$ cat src/rtl/tlk2711_dma_pkg.sv
// Shared definitions for the TLK2711 DMA read path: scheduler state encoding,
// status/state widths and the outstanding-command default.
package tlk2711_dma_pkg;

  localparam int STATE_W             = 2;
  localparam int OUTSTANDING_W       = 4;
  localparam int TOTAL_LEN_W         = 32;
  localparam int CMD_CNT_W           = 16;
  localparam int MAX_OUTSTANDING_DEF = 4;

  typedef enum logic [STATE_W-1:0] {
    ST_IDLE  = 2'd0,
    ST_ISSUE = 2'd1,
    ST_DRAIN = 2'd2,
    ST_DONE  = 2'd3
  } rd_state_t;

  function automatic logic [TOTAL_LEN_W-1:0] min_len(
    input logic [TOTAL_LEN_W-1:0] a,
    input logic [TOTAL_LEN_W-1:0] b
  );
    if (a < b) begin
      return a;
    end else begin
      return b;
    end
  endfunction

endpackage

$ cat src/rtl/tlk2711_rd_sched.sv
// Splits a DMA read transfer into chunk-sized commands with a cap on outstanding reads.
// Optional issued-command counter on o_cmd_cnt when TLK2711_RD_SCHED_STATS_EN is defined.
module tlk2711_rd_sched
  import tlk2711_dma_pkg::*;
#(
  parameter int ADDR_WIDTH      = 32,
  parameter int DLEN_WIDTH      = 16,
  parameter int MAX_OUTSTANDING = MAX_OUTSTANDING_DEF
) (
  input  logic                             clk,
  input  logic                             rst,
  input  logic                             i_start,
  input  logic [ADDR_WIDTH-1:0]            i_base_addr,
  input  logic [TOTAL_LEN_W-1:0]           i_total_len,
  input  logic [DLEN_WIDTH-1:0]            i_chunk_len,
  input  logic                             i_abort,
  output logic                             o_busy,
  output logic                             o_done,
  output logic                             o_err,
  output logic [DLEN_WIDTH+ADDR_WIDTH-1:0] o_rd_cmd_data,
  output logic                             o_rd_cmd_req,
  input  logic                             i_rd_cmd_ack,
  input  logic                             i_rd_last
`ifdef TLK2711_RD_SCHED_STATS_EN
  ,
  output logic [CMD_CNT_W-1:0]             o_cmd_cnt
`endif
);

  localparam logic [OUTSTANDING_W-1:0] MAX_OUT = OUTSTANDING_W'(MAX_OUTSTANDING);

  rd_state_t                       state_r, state_s;
  logic [ADDR_WIDTH-1:0]           addr_r, addr_s;
  logic [TOTAL_LEN_W-1:0]          remaining_r, rem_s;
  logic [DLEN_WIDTH-1:0]           chunk_r;
  logic [OUTSTANDING_W-1:0]        outstanding_r, outstanding_s;
  logic                            abort_pend_r, abort_pend_s;
  logic                            req_r, req_s;
  logic [DLEN_WIDTH+ADDR_WIDTH-1:0] data_r, data_s;
  logic                            busy_r, done_r, err_r, err_s;
  logic                            accept_s, hs_s, last_ok_s, can_issue_s;
  logic [DLEN_WIDTH-1:0]           cur_len_s, next_len_s;

  assign hs_s      = req_r & i_rd_cmd_ack;
  assign last_ok_s = i_rd_last & (outstanding_r != 4'd0);
  assign cur_len_s = data_r[DLEN_WIDTH-1:0];

  // Address/remaining after this cycle's handshake; the next command is built from these.
  always_comb begin
    addr_s = addr_r;
    rem_s  = remaining_r;
    if (hs_s) begin
      addr_s = addr_r + ADDR_WIDTH'(cur_len_s);
      rem_s  = remaining_r - TOTAL_LEN_W'(cur_len_s);
    end else begin
      addr_s = addr_r;
      rem_s  = remaining_r;
    end
    next_len_s = DLEN_WIDTH'(min_len(rem_s, TOTAL_LEN_W'(chunk_r)));
  end

  // Outstanding count: an accept and a completion in the same cycle cancel out.
  always_comb begin
    outstanding_s = outstanding_r;
    case ({hs_s, last_ok_s})
      2'b10:   outstanding_s = outstanding_r + 4'd1;
      2'b01:   outstanding_s = outstanding_r - 4'd1;
      default: outstanding_s = outstanding_r;
    endcase
    can_issue_s = (outstanding_s < MAX_OUT);
  end

  // Next-state and registered-output decode.
  always_comb begin
    state_s      = state_r;
    req_s        = req_r;
    data_s       = data_r;
    abort_pend_s = abort_pend_r;
    err_s        = 1'b0;
    accept_s     = 1'b0;
    case (state_r)
      ST_IDLE: begin
        if (i_start) begin
          if ((i_total_len != 32'd0) && (i_chunk_len != '0)) begin
            state_s      = ST_ISSUE;
            accept_s     = 1'b1;
            abort_pend_s = 1'b0;
          end else begin
            err_s = 1'b1;
          end
        end else begin
          state_s = ST_IDLE;
        end
      end
      ST_ISSUE: begin
        if (hs_s) begin
          // An abort seen while req was up takes effect once this handshake lands.
          if ((rem_s == 32'd0) || abort_pend_r || i_abort) begin
            state_s      = ST_DRAIN;
            req_s        = 1'b0;
            abort_pend_s = 1'b0;
          end else if (can_issue_s) begin
            req_s  = 1'b1;
            data_s = {addr_s, next_len_s};
          end else begin
            req_s = 1'b0;
          end
        end else if (req_r) begin
          if (i_abort) begin
            abort_pend_s = 1'b1;
          end else begin
            abort_pend_s = abort_pend_r;
          end
        end else if (i_abort) begin
          state_s = ST_DRAIN;
        end else if (can_issue_s) begin
          req_s  = 1'b1;
          data_s = {addr_s, next_len_s};
        end else begin
          req_s = 1'b0;
        end
      end
      ST_DRAIN: begin
        if (outstanding_s == 4'd0) begin
          state_s = ST_DONE;
        end else begin
          state_s = ST_DRAIN;
        end
      end
      ST_DONE: begin
        state_s = ST_IDLE;
      end
      default: begin
        state_s = ST_IDLE;
        req_s   = 1'b0;
      end
    endcase
  end

  // State and datapath registers.
  always_ff @(posedge clk) begin
    if (rst) begin
      state_r       <= ST_IDLE;
      addr_r        <= '0;
      remaining_r   <= 32'd0;
      chunk_r       <= '0;
      outstanding_r <= 4'd0;
      abort_pend_r  <= 1'b0;
      req_r         <= 1'b0;
      data_r        <= '0;
      busy_r        <= 1'b0;
      done_r        <= 1'b0;
      err_r         <= 1'b0;
    end else begin
      state_r       <= state_s;
      outstanding_r <= outstanding_s;
      abort_pend_r  <= abort_pend_s;
      req_r         <= req_s;
      data_r        <= data_s;
      busy_r        <= (state_s != ST_IDLE);
      done_r        <= (state_s == ST_DONE);
      err_r         <= err_s;
      if (accept_s) begin
        addr_r      <= i_base_addr;
        remaining_r <= i_total_len;
        chunk_r     <= i_chunk_len;
      end else begin
        addr_r      <= addr_s;
        remaining_r <= rem_s;
        chunk_r     <= chunk_r;
      end
    end
  end

`ifdef TLK2711_RD_SCHED_STATS_EN
  logic [CMD_CNT_W-1:0] cmd_cnt_r;

  // Saturating handshake counter, restarted by each accepted transfer.
  always_ff @(posedge clk) begin
    if (rst) begin
      cmd_cnt_r <= 16'd0;
    end else if (accept_s) begin
      cmd_cnt_r <= 16'd0;
    end else if (hs_s && (cmd_cnt_r != 16'hFFFF)) begin
      cmd_cnt_r <= cmd_cnt_r + 16'd1;
    end else begin
      cmd_cnt_r <= cmd_cnt_r;
    end
  end

  assign o_cmd_cnt = cmd_cnt_r;
`endif

  assign o_busy        = busy_r;
  assign o_done        = done_r;
  assign o_err         = err_r;
  assign o_rd_cmd_req  = req_r;
  assign o_rd_cmd_data = data_r;

endmodule

$ cat config.mk
export PLATFORM = sky130hd
export DESIGN_NAME = tlk2711_rd_sched
export DESIGN_NICKNAME = d
export VERILOG_FILES = /design/src/rtl/tlk2711_dma_pkg.sv /design/src/rtl/tlk2711_rd_sched.sv
export SDC_FILE = /design/constraint.sdc
export NUM_CORES = 1
export LEC_CHECK = 0
export ABC_CLOCK_PERIOD_IN_PS = 5350
export CELL_PAD_IN_SITES_DETAIL_PLACEMENT = 0
export CELL_PAD_IN_SITES_GLOBAL_PLACEMENT = 1
export CORE_MARGIN = 4
export CORE_UTILIZATION = 40
export DETAILED_ROUTE_END_ITERATION = 10
export PLACE_DENSITY_LB_ADDON = 0.2
export SETUP_SLACK_MARGIN = 0.1
export SYNTH_ARGS = -nofsm -noshare
export SYNTH_HDL_FRONTEND = slang
export SYNTH_SLANG_ARGS = --single-unit
export TNS_END_PERCENT = 10
$ cat constraint.sdc
create_clock -name clk -period 5.35 [get_ports clk]
set_input_delay 1.07 -clock clk [delete_from_list [all_inputs] [get_ports clk]]
set_output_delay 1.07 -clock clk [all_outputs]
set_load 0.01 [all_outputs]
==> results of run 1 <==
state kept, by name, summed over array words and instances (netlist names), 2 cells and up:
name / flops
o_rd_cmd_data: 48
addr_r: 32
remaining_r: 32
chunk_r: 16
outstanding_r: 4
state_r: 2
metrics by stage:
step	setup slack [ns]	cell area, sq um	hold slack [ns]	power, W
detailed placement	0.307	10600	0.457	0.00285
CTS	0.449	11200	0.466	0.00406
floorplan	0.353	8820	0.436	0.00229
finish	0.466	11200	0.463	0.00406
global placement	0.393	10600	0.448	0.00285
global route	0.223	11200	0.500	0.00430
repair_timing:
action | in CTS | in global routing
setup buffers | 0 | 2
endpoints found under the hold margin | 0 | 0
setup endpoints to repair | 0 | 2
hold buffers | 0 | 0
worst max path at each step:
| stage | endpoint | slack, ns | cells past startpoint |
|---|---|---|---|
| 2_1_floorplan | o_rd_cmd_data[36] | 0.35 | 21 |
| 3_3_place_gp | o_rd_cmd_data[7] | 0.39 | 16 |
| 3_5_place_dp | o_rd_cmd_data[1] | 0.31 | 16 |
| 4_1_cts | o_rd_cmd_data[7] | 0.45 | 20 |
| 5_1_grt | o_rd_cmd_data[10] | 0.22 | 19 |
| 6_report | o_rd_cmd_data[6] | 0.47 | 22 |
critical path: stages (launching register included):
cell	delay [ns]
dfxtp_1	0.41
inv_1	0.12
ha_1	0.20
fa_1	0.43
nor2b_1	0.25
o31a_1	0.31
o21ai_0	0.18
a21oi_1	0.20
xor2_1	0.12
mux2i_1	0.25
inv_1	0.11
ha_1	0.32
nand4_1	0.08
nor2_1	0.07
and3_1	0.18
a31oi_1	0.20
nand3_1	0.17
nor4_4	0.27
buf_4	0.20
buf_4	0.15
a21oi_1	0.07
a2111o_1	0.37
a21oi_1	0.14
cells in the final DEF (no fill, tap or decap), drive strengths merged, types with 7 or more instances in the layout:
master	Yosys	routed
nor4	20	20
a21oi	101	101
nand2b	11	11
nand2	96	96
and3	8	8
nand4	15	15
nor3b	7	7
clkbuf	50	20
xor2	29	29
ha	51	51
a21o	13	13
a211oi	32	32
dfxtp	139	139
o31ai	10	10
o21ai	34	34
buf	22	44
or3	10	10
or4	9	9
inv	58	61
nor3	117	117
mux2i	8	8
clkdlybuf4s50	0	136
a2111o	7	7
nand3	33	33
xnor2	14	14
nor2	133	133
a311oi	19	19
a31oi	12	12
o21a	12	12
layer usage:
metal | track usage | vias to the layer above | part of all wire
met5 | 0 | - | 0
li1 | - | 4449 | -
met3 | 0.0440 | 56 | 0.068
met1 | 0.355 | 4207 | 0.46
met4 | 0.0785 | 0 | 0.028
met2 | 0.397 | 291 | 0.44
power groups by stage:
stage / clock [W] / combinational [W] / sequential (W)
after floorplan: 0 / 0.000987 / 0.00131
after global placement: 0 / 0.00154 / 0.00131
after detailed placement: 0 / 0.00154 / 0.00131
after CTS: 0.00122 / 0.00155 / 0.00129
after global routing: 0.00126 / 0.00173 / 0.00131
final: 0.00120 / 0.00157 / 0.00129
cell type report:
type / count / area, sq um / area share
repair buffers: 180 / 1700 / 0.152
clock buffers: 20 / 447 / 0.0399
clock inverters: 12 / 139 / 0.0124
multi-input cells: 878 / 5550 / 0.496
inverters: 58 / 220 / 0.0197
well taps: 280 / 350 / 0.0313
flip-flops and latches: 139 / 2780 / 0.249
kinds of logic (layout without fill, tap and decap cells):
logic type	after synthesis	after routing	share of synthesized area
simple gates	487	487	0.274
buf+inv	130	270	0.0593
xor+xnor	43	43	0.0427
fa+ha+maj	54	54	0.0791
flops	139	139	0.315
compound gates	286	286	0.221
mux	8	8	0.00908
==> impl_results.md, run 1 <==
- Status: finished, final reports clean
- Post-synthesis sequential area ratio: 0.315
- R2r setup slk: 0.47 ns
- Count leader, synth: dfxtp_1
- Worst Min Path Start: chunk_r[4]
- Worst Hold Class: reg2reg
- Switching Share: 0.376
- Reg-to-reg endpoint: o_rd_cmd_data[6]
- CP Launch Type: flip-flop
- First-pass DRT Iterations: 5
- Synth cell count leaders: 139 x dfxtp_1, 133 x nor2_1, 113 x nor3_1
- Fillers: 2140
- Synth warn: 0
- Ranking of synthesized cells by area: dfxtp_1 32%, ha_1 7.2%, nor3_1 6.4%, a21oi_1 5.7%, nor2_1 5.7%
- Cell Rows: 54
- Switching power: 0.00153 W
- Routed vias: 9003
- Int Pwr: 0.00253 W
- First-pass GRT wire length: 48800 um
- RD Place Congestion: 0.975
- Initial antenna violation count: 0
- Sequential group share of total power: 0.317
- Core Region: 21800 sq um
- Critical Path AT: 5.23 ns
- GRT Total Usage: 0.253
- Max transition margin: 0.378
- Slew Viols, Final: 0
- PwrDens: 363 nW/um^2
- Critical Path Source: remaining_r[0]
- Initial DRC count: 636
- Layout cells sized above 1: 0.0785
- Critical Path RT: 5.70 ns
- Via-to-Cell Ratio: 5.75
- Post-synth ARST share: 0
- Top FF cell, synth: dfxtp_1
- P_leak: 4.36 nW
- Final setup violating endpoints: 0
- Fin crit period: 4.88 ns
- Fin cells: 1567
- VDD IR max: 0.204 mV
- CTS Sinks: 139
- Netlist cell types: 75
- CTS Buffer Depth: 2
- Post-Syn Area: 8820 sq um
- Crit path max fanout: 8
- Setup TNS: 0 ns
- Root Buffer: clkbuf_16
- Syn Area/Cell: 7.69 sq um
- Chip height: 157 um
- Worst Max-Slew Pin Slew: 0.929 ns
- Mapped Nets: 1287
- Dpl hpwl: 23600 um
- GRT overflow: 0
- Synth top area share: 0.315
- TritonCTS clock tree: done
- Final Skew: 0.0131 ns
- Post-synth EDFFs: 0
- WHS Endpoint: chunk_r[4]
- Syn Inst Count: 1147
- Worst-Skew Late Latency: 0.43 ns
- Synth area leader: dfxtp_1
- Pin count of the biggest net entering global routing: 57
- Final Util: 0.514
- Die extent in x: 157 um
- Antenna diodes: 0
- Cts repair resizes: 0
- Placed cells: 1533
- # IOs: 138
- H-tree Lvls: 4
- Syn-to-layout area delta: 26.9%
- Initial Util: 0.406
- Clock slew at reported path FFs: 0.06 ns
- Combinational share of power: 0.387
- Post-route DRC: 0
- WL per Instance: 19.9 um
- Vias in the first global route: 8706
- Maxcap violations: 0
- Setup crit end kind: flip-flop
- Yosys reg bits: 139
- Unrepaired setup endpoints after global routing: no
- Clock buffer count from CTS: 17
- FF-to-FF path depth: 22
- Reg-to-Reg Start: remaining_r[0]
- Antenna Nets Post-Route: 0
- Max Clk Rate: 0.205 GHz
- Final cycle utilization of the critical path: 0.913
- Hold path cells: 2
- PortBufs: 137
- Post-layout nets: 1414
- Hold Violations, Final: 0
- Worst setup path category: reg2reg
- Clk pwr share: 0.296
- Final WL: 31100 um
- Die ar.: 24500 sq um
Note: power is estimated with default switching activity, not from simulation.
==> run 2: changes to the inputs <==
Settings changed: CORE_MARGIN 4 to 5.
==> impl_results.md, run 2 (synthesis results as in run 1) <==
- Maxcap violations: 0 (unchanged)
- Crit-path max cell delay: 0.56 ns (+0.13 ns)
- Vias in the first global route: 8526 (-2.1%)
- Sequential group share of total power: 0.321 (+0.004)
- Critical Path AT: 5.22 ns (about the same)
- Cts repair resizes: 0 (unchanged)
- Root Buffer: clkbuf_16
- TritonCTS clock tree: done
- PwrDens: 362 nW/um^2 (-0.43%)
- Slew Viols, Final: 0 (unchanged)
- Max reg flops: 48 (unchanged)
- Post-route DRC: 0 (unchanged)
- Most common cell after layout, fill and taps aside: dfxtp_1
- RD Place Congestion: 1.02 (+4.2%)
- Final cycle utilization of the critical path: 0.912 (-0.00125)
- Switching Share: 0.385 (+0.00889)
- Seq. cell area: 2780 sq um (unchanged)
- Worst-Skew Late Latency: 0.43 ns (about the same)
- Final setup violating endpoints: 0 (unchanged)
- Die extent in x: 159 um (+1.3%)
- CTS Sinks: 139 (unchanged)
- Pin count of the biggest net entering global routing: 73 (+28%)
- Final Skew: 0.0119 ns (-0.00126 ns)
- CTS Buffer Depth: 2 (unchanged)
- GRT overflow: 0 (unchanged)
- GRT Total Usage: 0.243 (-0.0101)
- Initial Util: 0.406 (unchanged)
- Max transition margin: 0.418 (+0.0404)
- Crit-path slowest cell: or4_4
- Int Pwr: 0.00247 W (-2.6%)
- First-pass GRT wire length: 47700 um (-2.2%)
- Chip height: 159 um (+1.3%)
- Worst Hold Class: reg2reg
- Final Util: 0.511 (-0.00385)
- Worst Max-Slew Pin Slew: 0.866 ns (-0.0625 ns)
- VDD IR max: 0.225 mV (+10%)
- Unrepaired setup endpoints after global routing: no
- Crit path max fanout: 13 (+5)
- Layout cells sized above 1: 0.0720 (-0.00643)
- Combinational share of power: 0.389 (+0.002)
- Final instance area: 11100 sq um (-0.75%)
- # IOs: 138 (unchanged)
- Initial DRC count: 706 (+11%)
- Fillers: 2132 (-0.37%)
- Multi-input logic area: 5550 sq um (unchanged)
- H-tree Lvls: 4 (unchanged)
- P_leak: 4.30 nW (-1.4%)
- Setup crit end kind: flip-flop
- PortBufs: 137 (unchanged)
- Setup TNS: 0 ns (unchanged)
- Clk pwr share: 0.289 (-0.007)
- Most frequent cells in the layout: 139 x dfxtp_1, 136 x clkdlybuf4s50_1, 132 x nor2_1, 113 x nor3_1, 99 x a21oi_1
- Final WL: 30900 um (-0.54%)
- Routed vias: 9037 (+0.38%)
- Via-to-Cell Ratio: 5.80 (+1.0%)
- Post-layout nets: 1404 (-0.71%)
- Switching power: 0.00155 W (+1.2%)
- Fin crit period: 4.88 ns (-0.00670 ns)
- Antenna Nets Post-Route: 0 (unchanged)
- Clock buffer count from CTS: 17 (unchanged)
- Initial antenna violation count: 0 (unchanged)
- Crit path cell chain: inv_1 > ha_1 > fa_1 > nor2b_1 > o31a_1 > o21ai_0 > a21oi_1 > xor2_1 > mux2i_1 > inv_1 > ha_1 > nand4_1 > nor2_1 > and3_1 > a31oi_1 > nand3_1 > or4_4 > or3_1 > a311oi_2
- Core Region: 21800 sq um (unchanged)
- Dpl hpwl: 22900 um (-3.2%)
- Die ar.: 25100 sq um (+2.6%)
- Placed instance area: 10500 sq um (-0.66%)
- WL per Instance: 19.9 um (about the same)
- Critical Path RT: 5.69 ns (about the same)
- CP Launch Type: flip-flop
- Status: finished, final reports clean
- Syn-to-layout area delta: 25.9%
- Hold Violations, Final: 0 (unchanged)
- Clock slew at reported path FFs: 0.06 ns (about the same)
- First-pass DRT Iterations: 5 (unchanged)
- Antenna diodes: 0 (unchanged)
- Worst setup path category: reg2reg
- Max Clk Rate: 0.205 GHz (+0.14%)
- Cell Rows: 54 (unchanged)
## run 2: cell types whose count changed in the layout (fill, tap and decap cells not counted), sizes merged
cell,change
buf,-10
clkbuf,-2
clkinvlp,+2
inv,+2
bufinv,-1
clkinv,-1
## run 2: layer usage
metal | part of all wire | track usage | vias up
met5 | 0 | 0 | -
met4 | 0.021 | 0.0658 | 0
met3 | 0.061 | 0.0470 | 44
met2 | 0.45 | 0.373 | 300
met1 | 0.47 | 0.348 | 4268
li1 | - | - | 4425
## run 2: layout make-up
type                            count  area share
Sequential cell                   139       0.250
Inverter                           58      0.0198
Tap cell                          280      0.0315
Clock inverter                     14      0.0122
Multi-Input combinational cell    878       0.500
Timing Repair Buffer              170       0.148
Clock buffer                       18      0.0386
## run 2: final timing paths
kind / start / end / slack [ns] / depth (start not counted)
setup reg to reg: remaining_r[0] / o_rd_cmd_data[0] / 0.47 / 19
setup / recovery: remaining_r[0] / o_rd_cmd_data[0] / 0.47 / 19
hold reg to reg: chunk_r[15] / chunk_r[15] / 0.46 / 2
hold / removal: chunk_r[15] / chunk_r[15] / 0.46 / 2
## run 2: what timing repair did
action,in CTS,in global routing
buffers inserted,0,3
setup endpoints to repair,0,11
hold buffers,0,0
## run 2: worst max-delay path: cells and delay by family (launching register included)
kind                       cells  cell delay [ns]
xor gates and xnor gates       1             0.10
buffers and inverters          2             0.24
adders and majority gates      3             0.94
AOI/OAI and AO/OA              5             1.10
muxes                          1             0.28
DFF                            1             0.41
and+or+nand+nor                7             1.73
## run 2: per-stage QoR
| stage | setup WS, ns | power [W] | hold slack [ns] | cells |
|---|---|---|---|---|
| 2_1_floorplan | 0.353 | 0.00229 | 0.436 | 1147 |
| 3_3_place_gp | 0.274 | 0.00283 | 0.449 | 1522 |
| 3_5_place_dp | 0.195 | 0.00283 | 0.452 | 1522 |
| 4_1_cts | 0.396 | 0.00400 | 0.461 | 1554 |
| 5_1_grt | 0.237 | 0.00424 | 0.488 | 1557 |
| 6_report | 0.472 | 0.00402 | 0.461 | 1557 |
## run 2: power by group through the flow
stage	registers (W)	logic [W]	clock network, W
global placement	0.00131	0.00152	0
finish	0.00129	0.00156	0.00116
floorplan	0.00131	0.000987	0
detailed placement	0.00131	0.00152	0
global route	0.00131	0.00171	0.00122
CTS	0.00129	0.00153	0.00118
